File: src/rtl/riscv_ms_pkg.sv
// Package: riscv_ms_pkg
// Purpose: Constants shared by the instruction decoder and the multi-cycle
//          control FSM. It holds the one-per-instruction execution codes,
//          the opcode/funct3/funct7 encodings of the supported subset, and
//          the decoder state type.
// Ports:   none (package)
package riscv_ms_pkg;

  // Execution codes. The control FSM keys on these exact values.
  localparam logic [10:0] EXEC_NONE = 11'h000;
  localparam logic [10:0] EXEC_LW   = 11'h001;
  localparam logic [10:0] EXEC_SLLI = 11'h002;
  localparam logic [10:0] EXEC_AND  = 11'h003;
  localparam logic [10:0] EXEC_SW   = 11'h004;
  localparam logic [10:0] EXEC_BEQ  = 11'h008;
  localparam logic [10:0] EXEC_ADD  = 11'h010;
  localparam logic [10:0] EXEC_SUB  = 11'h020;
  localparam logic [10:0] EXEC_SLL  = 11'h040;
  localparam logic [10:0] EXEC_XOR  = 11'h080;
  localparam logic [10:0] EXEC_OR   = 11'h100;
  localparam logic [10:0] EXEC_JAL  = 11'h200;
  localparam logic [10:0] EXEC_HALT = 11'h400;

  // Major opcodes
  localparam logic [6:0] OPC_LOAD   = 7'b0000011;
  localparam logic [6:0] OPC_OP_IMM = 7'b0010011;
  localparam logic [6:0] OPC_STORE  = 7'b0100011;
  localparam logic [6:0] OPC_BRANCH = 7'b1100011;
  localparam logic [6:0] OPC_OP     = 7'b0110011;
  localparam logic [6:0] OPC_JAL    = 7'b1101111;
  localparam logic [6:0] OPC_SYSTEM = 7'b1110011;

  // funct3 values
  localparam logic [2:0] F3_LW      = 3'b010;
  localparam logic [2:0] F3_SLLI    = 3'b001;
  localparam logic [2:0] F3_SW      = 3'b010;
  localparam logic [2:0] F3_BEQ     = 3'b000;
  localparam logic [2:0] F3_ADD_SUB = 3'b000;
  localparam logic [2:0] F3_SLL     = 3'b001;
  localparam logic [2:0] F3_XOR     = 3'b100;
  localparam logic [2:0] F3_OR      = 3'b110;
  localparam logic [2:0] F3_AND     = 3'b111;

  // funct7 values
  localparam logic [6:0] F7_BASE = 7'b0000000;
  localparam logic [6:0] F7_ALT  = 7'b0100000;

  // The only SYSTEM word accepted; it stops the machine.
  localparam logic [31:0] HALT_WORD = 32'h00100073;

  typedef enum logic [1:0] {
    ST_IDLE,
    ST_LOADED,
    ST_DECODED
  } dec_state_e;

endpackage

File: src/rtl/ms_imm_gen.sv
// Module: ms_imm_gen
// Purpose: Combinational immediate generator. Builds the ALU immediate and
//          the PC-relative offset from the instruction register contents.
//          Encodings that carry no immediate produce zero. Illegal encodings
//          that share a supported opcode/funct3 are masked by the parent.
// Ports:
//   ir        in   XLEN  instruction register
//   imm       out  XLEN  ALU second-operand immediate
//   pc_offset out  XLEN  byte offset for BEQ/JAL
module ms_imm_gen
  import riscv_ms_pkg::*;
#(
  parameter int XLEN = 32
) (
  input  logic [XLEN-1:0] ir,
  output logic [XLEN-1:0] imm,
  output logic [XLEN-1:0] pc_offset
);

  logic [12:0] b_off;
  logic [20:0] j_off;

  always_comb begin
    imm       = '0;
    pc_offset = '0;
    // Branch/jump offsets are scrambled in the encoding; bit 0 is implicit zero.
    b_off = {ir[31], ir[7], ir[30:25], ir[11:8], 1'b0};
    j_off = {ir[31], ir[19:12], ir[20], ir[30:21], 1'b0};
    case (ir[6:0])
      OPC_LOAD:
        if (ir[14:12] == F3_LW)
          imm = {{(XLEN-12){ir[31]}}, ir[31:20]};
      OPC_OP_IMM:
        if (ir[14:12] == F3_SLLI)
          imm = {{(XLEN-6){1'b0}}, ir[25:20]};
      OPC_STORE:
        if (ir[14:12] == F3_SW)
          imm = {{(XLEN-12){ir[31]}}, ir[31:25], ir[11:7]};
      OPC_BRANCH:
        if (ir[14:12] == F3_BEQ)
          pc_offset = {{(XLEN-13){b_off[12]}}, b_off};
      OPC_JAL:
        pc_offset = {{(XLEN-21){j_off[20]}}, j_off};
      default: ;
    endcase
  end

endmodule

File: src/rtl/inst_decode_unit.sv
// Module: inst_decode_unit
// Purpose: Instruction register and decoder in front of the multi-cycle
//          control FSM. It captures the ROM word on load_inst and decodes
//          the held word on dec_en into registered outputs. Unsupported
//          words set a sticky illegal flag.
// Ports:
//   clk        in   1     clock, rising edge
//   rst        in   1     asynchronous active-high reset
//   load_inst  in   1     capture inst_in into IR
//   dec_en     in   1     decode IR (pre-edge value) into the outputs
//   inst_in    in   XLEN  instruction ROM word
//   execution  out  11    execution code
//   rs1/rs2/rd out  RA_W  register-file addresses
//   imm        out  XLEN  ALU immediate
//   pc_offset  out  XLEN  BEQ/JAL byte offset
//   dec_valid  out  1     outputs hold a decode of the current IR
//   illegal    out  1     sticky unsupported-encoding flag
module inst_decode_unit
  import riscv_ms_pkg::*;
#(
  parameter int XLEN            = 32,
  parameter int RA_W            = 5,
  parameter bit HALT_ON_ILLEGAL = 1'b1
) (
  input  logic            clk,
  input  logic            rst,
  input  logic            load_inst,
  input  logic            dec_en,
  input  logic [XLEN-1:0] inst_in,
  output logic [10:0]     execution,
  output logic [RA_W-1:0] rs1,
  output logic [RA_W-1:0] rs2,
  output logic [RA_W-1:0] rd,
  output logic [XLEN-1:0] imm,
  output logic [XLEN-1:0] pc_offset,
  output logic            dec_valid,
  output logic            illegal
);

  logic [XLEN-1:0] ir;
  dec_state_e      state, state_nxt;

  logic [10:0]     dec_exec;
  logic            dec_illegal;
  logic            use_rs1, use_rs2, use_rd;
  logic [XLEN-1:0] gen_imm, gen_pc_offset;

  logic [6:0] opcode, funct7;
  logic [2:0] funct3;

  assign opcode = ir[6:0];
  assign funct3 = ir[14:12];
  assign funct7 = ir[31:25];

  always_ff @(posedge clk or posedge rst) begin
    if (rst)            ir <= '0;
    else if (load_inst) ir <= inst_in;
  end

  always_ff @(posedge clk or posedge rst) begin
    if (rst) state <= ST_IDLE;
    else     state <= state_nxt;
  end

  // A decode wins over a same-edge load. The outputs then describe the old
  // word, but they are still a fresh decode, so the state is DECODED.
  always_comb begin
    state_nxt = state;
    if (dec_en)         state_nxt = ST_DECODED;
    else if (load_inst) state_nxt = ST_LOADED;
  end

  assign dec_valid = (state == ST_DECODED);

  always_comb begin
    dec_exec    = EXEC_NONE;
    dec_illegal = 1'b1;
    use_rs1     = 1'b0;
    use_rs2     = 1'b0;
    use_rd      = 1'b0;
    case (opcode)
      OPC_LOAD:
        if (funct3 == F3_LW) begin
          dec_exec = EXEC_LW; dec_illegal = 1'b0; use_rs1 = 1'b1; use_rd = 1'b1;
        end
      OPC_OP_IMM:
        if (funct3 == F3_SLLI && ir[31:26] == 6'b0) begin
          dec_exec = EXEC_SLLI; dec_illegal = 1'b0; use_rs1 = 1'b1; use_rd = 1'b1;
        end
      OPC_STORE:
        if (funct3 == F3_SW) begin
          dec_exec = EXEC_SW; dec_illegal = 1'b0; use_rs1 = 1'b1; use_rs2 = 1'b1;
        end
      OPC_BRANCH:
        if (funct3 == F3_BEQ) begin
          dec_exec = EXEC_BEQ; dec_illegal = 1'b0; use_rs1 = 1'b1; use_rs2 = 1'b1;
        end
      OPC_OP: begin
        if (funct7 == F7_BASE) begin
          dec_illegal = 1'b0;
          case (funct3)
            F3_ADD_SUB: dec_exec = EXEC_ADD;
            F3_SLL:     dec_exec = EXEC_SLL;
            F3_XOR:     dec_exec = EXEC_XOR;
            F3_OR:      dec_exec = EXEC_OR;
            F3_AND:     dec_exec = EXEC_AND;
            default:    dec_illegal = 1'b1;
          endcase
        end else if (funct7 == F7_ALT && funct3 == F3_ADD_SUB) begin
          dec_exec = EXEC_SUB; dec_illegal = 1'b0;
        end
        use_rs1 = !dec_illegal;
        use_rs2 = !dec_illegal;
        use_rd  = !dec_illegal;
      end
      OPC_JAL: begin
        dec_exec = EXEC_JAL; dec_illegal = 1'b0; use_rd = 1'b1;
      end
      OPC_SYSTEM:
        if (ir[31:0] == HALT_WORD) begin
          dec_exec = EXEC_HALT; dec_illegal = 1'b0;
        end
      default: ;
    endcase
    if (dec_illegal)
      dec_exec = HALT_ON_ILLEGAL ? EXEC_HALT : EXEC_NONE;
  end

  ms_imm_gen #(.XLEN(XLEN)) u_imm_gen (
    .ir        (ir),
    .imm       (gen_imm),
    .pc_offset (gen_pc_offset)
  );

  // The immediate generator only looks at opcode/funct3, so illegal words
  // such as an SLLI with a nonzero upper shamt field are zeroed here.
  always_ff @(posedge clk or posedge rst) begin
    if (rst) begin
      execution <= EXEC_NONE;
      rs1       <= '0;
      rs2       <= '0;
      rd        <= '0;
      imm       <= '0;
      pc_offset <= '0;
      illegal   <= 1'b0;
    end else if (dec_en) begin
      execution <= dec_exec;
      rs1       <= use_rs1 ? RA_W'(ir[19:15]) : '0;
      rs2       <= use_rs2 ? RA_W'(ir[24:20]) : '0;
      rd        <= use_rd  ? RA_W'(ir[11:7])  : '0;
      imm       <= dec_illegal ? '0 : gen_imm;
      pc_offset <= dec_illegal ? '0 : gen_pc_offset;
      illegal   <= illegal | dec_illegal;
    end
  end

endmodule
File: config.mk
export PLATFORM = sky130hd
export DESIGN_NAME = inst_decode_unit
export DESIGN_NICKNAME = d
export VERILOG_FILES = /design/src/rtl/riscv_ms_pkg.sv /design/src/rtl/ms_imm_gen.sv /design/src/rtl/inst_decode_unit.sv
export SDC_FILE = /design/constraint.sdc
export NUM_CORES = 1
export LEC_CHECK = 0
export BUFFER_PORTS_ARGS = -buffer_cell sky130_fd_sc_hd__buf_2
export CAP_MARGIN = 20
export CORE_ASPECT_RATIO = 0.6
export CORE_MARGIN = 8
export CORE_UTILIZATION = 41
export DETAILED_ROUTE_END_ITERATION = 7
export PLACE_DENSITY = 0.65
export SLEW_MARGIN = 20
export SYNTH_ARGS = -nofsm -noshare
export SYNTH_HDL_FRONTEND = slang
export SYNTH_SLANG_ARGS = --single-unit
File: constraint.sdc
create_clock -name clk -period 3.7 [get_ports clk]
set_clock_uncertainty 0.05 [all_clocks]
set_input_delay 0.74 -clock clk [delete_from_list [all_inputs] [get_ports clk]]
set_output_delay 0.74 -clock clk [all_outputs]
set_load 0.02 [all_outputs]
==> results of run 1 <==
-- routing by layer --
metal	routed length [um]	share of wire	global-route usage
met1	5700	0.48	0.251
met2	5130	0.43	0.234
met5	0	0	0
met4	72	0.0060	0.0443
met3	1060	0.088	0.0549
-- where the power goes --
part	total, mW	internal, mW	switching (mW)
Clock	0.920	0.525	0.394
Combinational	0.201	0.0860	0.115
Sequential	1.13	1.06	0.0708
-- state kept, by name (all words and copies together), names as in the netlist --
signal and flops:
illegal 1, rs1 5, ir 32, rd 5, state 2, rs2 5
execution 11, pc_offset 20, imm 12
-- cells by family after synthesis --
kind of cell             share of synthesized area
AND/OR/NAND/NOR                              0.114
adder cells (fa/ha/maj)                    0.00288
AO/OA/AOI/OAI                                0.147
XOR/XNOR                                   0.00604
buffers and inverters                       0.0857
multiplexers                                 0.108
other                                     0.000862
flip-flops                                   0.535
-- cells in the final DEF, fill, tap and decap left out, types with 8 or more instances in the layout --
master	n
buf_2	126
dfrtp_1	93
mux2_2	33
nor2_1	26
o2bb2ai_1	17
a22o_1	13
inv_1	11
nand2_1	11
a21oi_1	10
mux2i_1	10
a22oi_1	10
clkbuf_16	9
nor3_1	8
o32ai_1	8
-- critical path: stages, from the launching register on --
cell     delay, ns
dfrtp_1       0.54
or3b_1        0.50
or4b_4        0.58
a32oi_4       0.28
nand2_2       0.16
o32ai_1       0.33
-- how the worst max path moves through the flow --
stage               slack, ns                from                  endpoint  cells after the start
floorplan                0.49                 rst  execution[0]$_DFFE_PP0P_                      1
global placement         1.20  ir[13]$_DFFE_PP0P_        imm[1]$_DFFE_PP0P_                      5
detailed placement       1.14              dec_en  execution[6]$_DFFE_PP0P_                      6
CTS                      1.18  ir[13]$_DFFE_PP0P_        imm[1]$_DFFE_PP0P_                      5
global route             1.06  ir[13]$_DFFE_PP0P_  execution[6]$_DFFE_PP0P_                      5
finish                   1.16  ir[13]$_DFFE_PP0P_        imm[1]$_DFFE_PP0P_                      5
-- per-stage QoR --
stage / total power [mW] / hold slack, ns
6_report: 2.25 / 0.411
5_1_grt: 2.36 / 0.453
4_1_cts: 2.28 / 0.441
3_5_place_dp: 1.35 / 0.426
3_3_place_gp: 1.35 / 0.421
2_1_floorplan: 1.27 / 0.411
-- final cells by class --
type                            instances  area [um^2]
Clock buffer                           11          233
Fill cell                             983         5280
Inverter                               12         46.3
Sequential cell                        93         2330
Tap cell                              139          174
Timing Repair Buffer                  131          681
Clock inverter                          5         61.3
Multi-Input combinational cell        216         1650
==> results.tsv, run 1 <==
metric	value	unit
ANT nets after route	0	
Overall Global Routing Usage	0.170	
CP Class	register to register	
Yosys cell types	51	
global-route wire length before repair	18.8	mm
placed inst area	4880	um^2
# hold bufs at CTS	0	
Final Slew Violations	0	
Cell Area, Synth	4350	um^2
design area	5170	um^2
most common library cells after synthesis	dfrtp_1, mux2_2, buf_4	
post-synth top area share	0.535	
status	finished, final reports clean	
DR WL/cell	19.7	um
RR Startpoint	ir[13]$_DFFE_PP0P_	
Max clock buf depth	2	
initial antenna violation count	0	
Hold Path Class	input pin to asynchronous set/reset pin	
Die H	95.8	um
final wirelength	12.0	mm
Final Core Density	0.495	
Ports	128	
Synth area leaders	dfrtp_1, mux2_2, buf_4	
antenna cells	0	
H-tree depth	3	
largest net degree at the start of global routing	94	
Data arrival, critical path	2.73	ns
cell with the most instances after synthesis	dfrtp_1	
Critical Path RT	3.90	ns
Setup Fix Bufs, Post-CTS	0	
Fin Setup TNS	0	ns
critical path endpoint category	register	
Leak	2.50	nW
Congestion Overflow GR	0	
crit path launch type	register	
Synth area leader	dfrtp_1	
RSZ-0062 raised after global routing	false	
vias in the first global route	3346	
Max Freq	0.394	GHz
I/O Buffers	126	
Max VDD drop	0.246	mV
Final Hold Fails	0	
share of layout cells above drive strength 1	0.410	
Synthesized Nets	412	
Vias	3241	
die width	149	um
clock root buffer	clkbuf_16	
R2R Path End	imm[1]$_DFFE_PP0P_	
crit-path max FO	13	
reg2reg path depth	5	
TritonCTS clock tree	yes	
CTS sink cnt	93	
Setup Viol. Count Final	0	
starting density of the core	0.416	
Post-synth EDFFs	0	
core footprint	10500	um^2
Layout Cells excl Fill	607	
Cell Rows	29	
worst slew pin tran	0.843	ns
final net count	500	
Worst-Skew Late Latency	0.34	ns
Inst Count DP	591	
Synth Area per Inst	11.6	um^2
Tcrit/Tclk final	0.686	
Pre-antenna DRT Iters	5	
FF+latch count, synth	93	
final setup margin	1.16	ns
DRC Markers	0	
top_reg_cell synth	dfrtp_1	
fin crit period	2.54	ns
max-cap violations	0	
total die area	14300	um^2
ys async rst share	1.00	
Num CTS Buffers	9	
Final Wtd Congestion	0.911	
Cells after Synth	375	
Initial DRC Count	372	
Via-to-Cell Ratio	5.34	
sequential area share after synthesis	0.535	
setup slack, reg-to-reg	1.16	ns
post-place setup slack	1.14	ns
clk slew on worst S/H paths	0.07	ns
post-DP HPWL	8.51	mm
PwrDens	436	nW/um^2
Syn. warnings	0	
Max-Slew Margin vs Limit	0.438	
area delta synth->final	18.9	%
post-cts resize count	0	
Note: power is estimated with default switching activity, not from simulation.
==> inputs of run 2 (changes only) <==
--- a/config.mk
+++ b/config.mk
@@ -5,13 +5,14 @@
 export SDC_FILE = /design/constraint.sdc
 export NUM_CORES = 1
 export LEC_CHECK = 0
+export ABC_AREA = 1
 export BUFFER_PORTS_ARGS = -buffer_cell sky130_fd_sc_hd__buf_2
 export CAP_MARGIN = 20
 export CORE_ASPECT_RATIO = 0.6
 export CORE_MARGIN = 8
 export CORE_UTILIZATION = 41
 export DETAILED_ROUTE_END_ITERATION = 7
-export PLACE_DENSITY = 0.65
+export PLACE_DENSITY = 0.67
 export SLEW_MARGIN = 20
 export SYNTH_ARGS = -nofsm -noshare
 export SYNTH_HDL_FRONTEND = slang
==> constraint.sdc (replaced) <==
create_clock -name clk -period 2.2 [get_ports clk]
set_clock_uncertainty 0.05 [all_clocks]
set_input_delay 0.44 -clock clk [delete_from_list [all_inputs] [get_ports clk]]
set_output_delay 0.44 -clock clk [all_outputs]
set_load 0.02 [all_outputs]
==> run 2 against run 1 <==
Net effect:
- synthesized cell count up 49%
- worst setup slack worse by 0.87 ns
- critical endpoint unchanged
- maximum frequency grew 33%
- highest routed layer unchanged
- critical path depth increased by 4
- utilization up 0.57 points
- combinational power increased by 75%
- register-to-register slack lost 0.87 ns
- design area grew 2.6%
- die area grew 2.1%
- hold slack worse by 0.22 ns
- first-iteration DRC count decreased by 20%
==> results.tsv, run 2 <==
metric	value	unit	change
largest net degree at the start of global routing	94		unchanged
Critical Path RT	2.43	ns	was 3.90 ns
clk slew on worst S/H paths	0.06	ns	was 0.07 ns
top_reg_cell synth	dfrtp_1		unchanged
sequential area share after synthesis	0.522		was 0.535
Die H	96.8	um	was 95.8 um
Initial DRC Count	297		was 372
Ports	128		unchanged
Final Hold Fails	0		unchanged
setup slack, reg-to-reg	0.29	ns	was 1.16 ns
Yosys cell types	28		was 51
# hold bufs at CTS	0		unchanged
crit path launch type	register		unchanged
RSZ-0062 raised after global routing	false		unchanged
TritonCTS clock tree	yes		unchanged
CP Class	register to register		unchanged
Max Freq	0.524	GHz	was 0.394 GHz
Final Slew Violations	0		unchanged
Total Power	3.63	mW	was 2.25 mW
Hold Path Class	input pin to asynchronous set/reset pin		unchanged
Cell Rows	29		unchanged
placed inst area	5030	um^2	was 4880 um^2
total die area	14600	um^2	was 14300 um^2
final net count	688		was 500
max-cap violations	0		unchanged
Top Registers	ir (32), pc_offset (20), imm (12)		unchanged
antenna cells	0		unchanged
area share of fa/ha/maj cells after synthesis	0.00281		was 0.00288
Via-to-Cell Ratio	4.78		was 5.34
die width	151	um	was 149 um
Vias	3798		was 3241
crit-path max FO	16		was 13
most frequent cells in the layout	nand2_1, buf_2, dfrtp_1		was buf_2, dfrtp_1, mux2_2
FF+latch count, synth	93		unchanged
starting density of the core	0.421		was 0.416
DR WL/cell	15.8	um	was 19.7 um
Synth area leader	dfrtp_1		unchanged
Synthesized Nets	597		was 412
Worst-Skew Late Latency	0.34	ns	about the same
Cells after Synth	560		was 375
final wirelength	12.5	mm	was 12.0 mm
Leak	3.07	nW	was 2.50 nW
complex-gate fraction of the synthesized area	0.0915		was 0.147
Setup Viol. Count Final	0		unchanged
critical path endpoint category	register		unchanged
Pre-antenna DRT Iters	5		unchanged
initial antenna violation count	0		unchanged
most common cell after layout, fill and taps aside	nand2_1		was buf_2
Congestion Overflow GR	0		unchanged
status	finished, final reports clean		unchanged
Top reg by flops	ir		unchanged
Data arrival, critical path	2.14	ns	was 2.73 ns
area share of and/or/nand/nor cells after synthesis	0.259		was 0.114
post-synth top area share	0.522		was 0.535
area delta synth->final	19.0	%	was 18.9%
reg2reg path depth	9		was 5
most common library cells after synthesis	nand2_1, dfrtp_1, o21ai_0		was dfrtp_1, mux2_2, buf_4
Final Core Density	0.501		was 0.495
Max clock buf depth	2		unchanged
cell with the most instances after synthesis	nand2_1		was dfrtp_1
clock root buffer	clkbuf_16		unchanged
RR Startpoint	ir[4]$_DFFE_PP0P_		was ir[13]$_DFFE_PP0P_
post-DP HPWL	9.56	mm	was 8.51 mm
XOR/XNOR Fraction of Synth Area	0		was 0.00604
Num CTS Buffers	9		unchanged
mux share of post-synthesis cell area	0.00505		was 0.108
design area	5310	um^2	was 5170 um^2
Synth area leaders	dfrtp_1, nand2_1, o21ai_0		was dfrtp_1, mux2_2, buf_4
CTS sink cnt	93		unchanged
Fin Setup TNS	0	ns	unchanged
DRC Markers	0		unchanged
Final Wtd Congestion	0.905		was 0.911
Synth Area per Inst	7.96	um^2	was 11.6 um^2
global-route wire length before repair	20.4	mm	was 18.8 mm
Min Hold Slack	0.191	ns	was 0.411 ns
Setup Fix Bufs, Post-CTS	0		unchanged
ys async rst share	1.00		unchanged
Largest register FFs	32		unchanged
Overall Global Routing Usage	0.176		was 0.170
Max VDD drop	0.391	mV	was 0.246 mV
ANT nets after route	0		unchanged
Post-synth EDFFs	0		unchanged
I/O Buffers	126		unchanged
Syn. warnings	0		unchanged
post-cts resize count	0		unchanged
core footprint	10600	um^2	was 10500 um^2
PwrDens	684	nW/um^2	was 436 nW/um^2
largest family of logic cells by synthesized area	simple AND/OR/NAND/NOR gates		was compound AO/OA/AOI/OAI gates
H-tree depth	3		unchanged
fin crit period	1.91	ns	was 2.54 ns
R2R Path End	imm[1]$_DFFE_PP0P_		unchanged
Cell Area, Synth	4460	um^2	was 4350 um^2
share of layout cells above drive strength 1	0.258		was 0.410
vias in the first global route	3708		was 3346
Tcrit/Tclk final	0.867		was 0.686
-- run 2: changes by cell type after synthesis, sizes merged, moves of 7 or more --
| cell | before | now |
|---|---|---|
| inv | 12 | 55 |
| mux2i | 10 | 0 |
| a22o | 13 | 0 |
| o21ai | 3 | 56 |
| nand2 | 12 | 207 |
| buf | 41 | 34 |
| nand3 | 6 | 27 |
| a22oi | 10 | 0 |
| o2bb2ai | 17 | 0 |
| mux2 | 33 | 2 |
| nor2 | 26 | 40 |
-- run 2: worst max path at each step --
| stage | from | end | slack, ns | depth (start not counted) |
|---|---|---|---|---|
| floorplan | rst | execution[0]$_DFFE_PP0P_ | 0.62 | 1 |
| global placement | ir[4]$_DFFE_PP0P_ | imm[1]$_DFFE_PP0P_ | 0.32 | 9 |
| detailed placement | ir[4]$_DFFE_PP0P_ | imm[4]$_DFFE_PP0P_ | 0.32 | 9 |
| CTS | ir[4]$_DFFE_PP0P_ | imm[2]$_DFFE_PP0P_ | 0.31 | 9 |
| global route | ir[4]$_DFFE_PP0P_ | imm[1]$_DFFE_PP0P_ | 0.09 | 9 |
| finish | ir[4]$_DFFE_PP0P_ | imm[1]$_DFFE_PP0P_ | 0.29 | 9 |
-- run 2: routing by layer --
metal,global-route usage,part of all wire
met1,0.268,0.52
met5,0,0
met2,0.233,0.38
met4,0.0386,0.0083
met3,0.0586,0.090
-- run 2: power by group --
group	total [mW]	leakage (nW)	switching, mW	internal, mW
registers	1.83	1.23	0.0575	1.77
logic	0.351	1.72	0.246	0.105
clock network	1.45	0.128	0.653	0.797
-- run 2: logic make-up (layout without fill, tap and decap cells) --
group	count (synthesis)	count (layout)
compound gates	75	75
mux	2	2
flops	93	93
simple gates	281	281
other cells	1	1
buf+inv	107	203
fa+ha+maj	1	1
-- run 2: stage by stage --
stage               worst slack [ns]  std cells
floorplan                      0.618        560
global placement               0.325        779
detailed placement             0.320        779
CTS                            0.307        795
global route                  0.0859        795
finish                         0.292        795
-- run 2: area by class of cell --
type	instances	area [um^2]
Fill cell	1091	5290
Sequential cell	93	2330
Multi-Input combinational cell	360	1600
Timing Repair Buffer	132	713
Clock buffer	11	243
Inverter	55	210
Tap cell	139	174
Clock inverter	5	36.3
-- run 2: critical path, cell delays in order, from the launching register on --
cell and delay [ns]:
dfrtp_1 0.44, inv_2 0.11, nand2_2 0.08, nor2_4 0.12, nand2_2 0.23, nand3_2 0.16, nand3_2 0.10, nor2_4 0.29
nand3_1 0.17, nand2_1 0.09
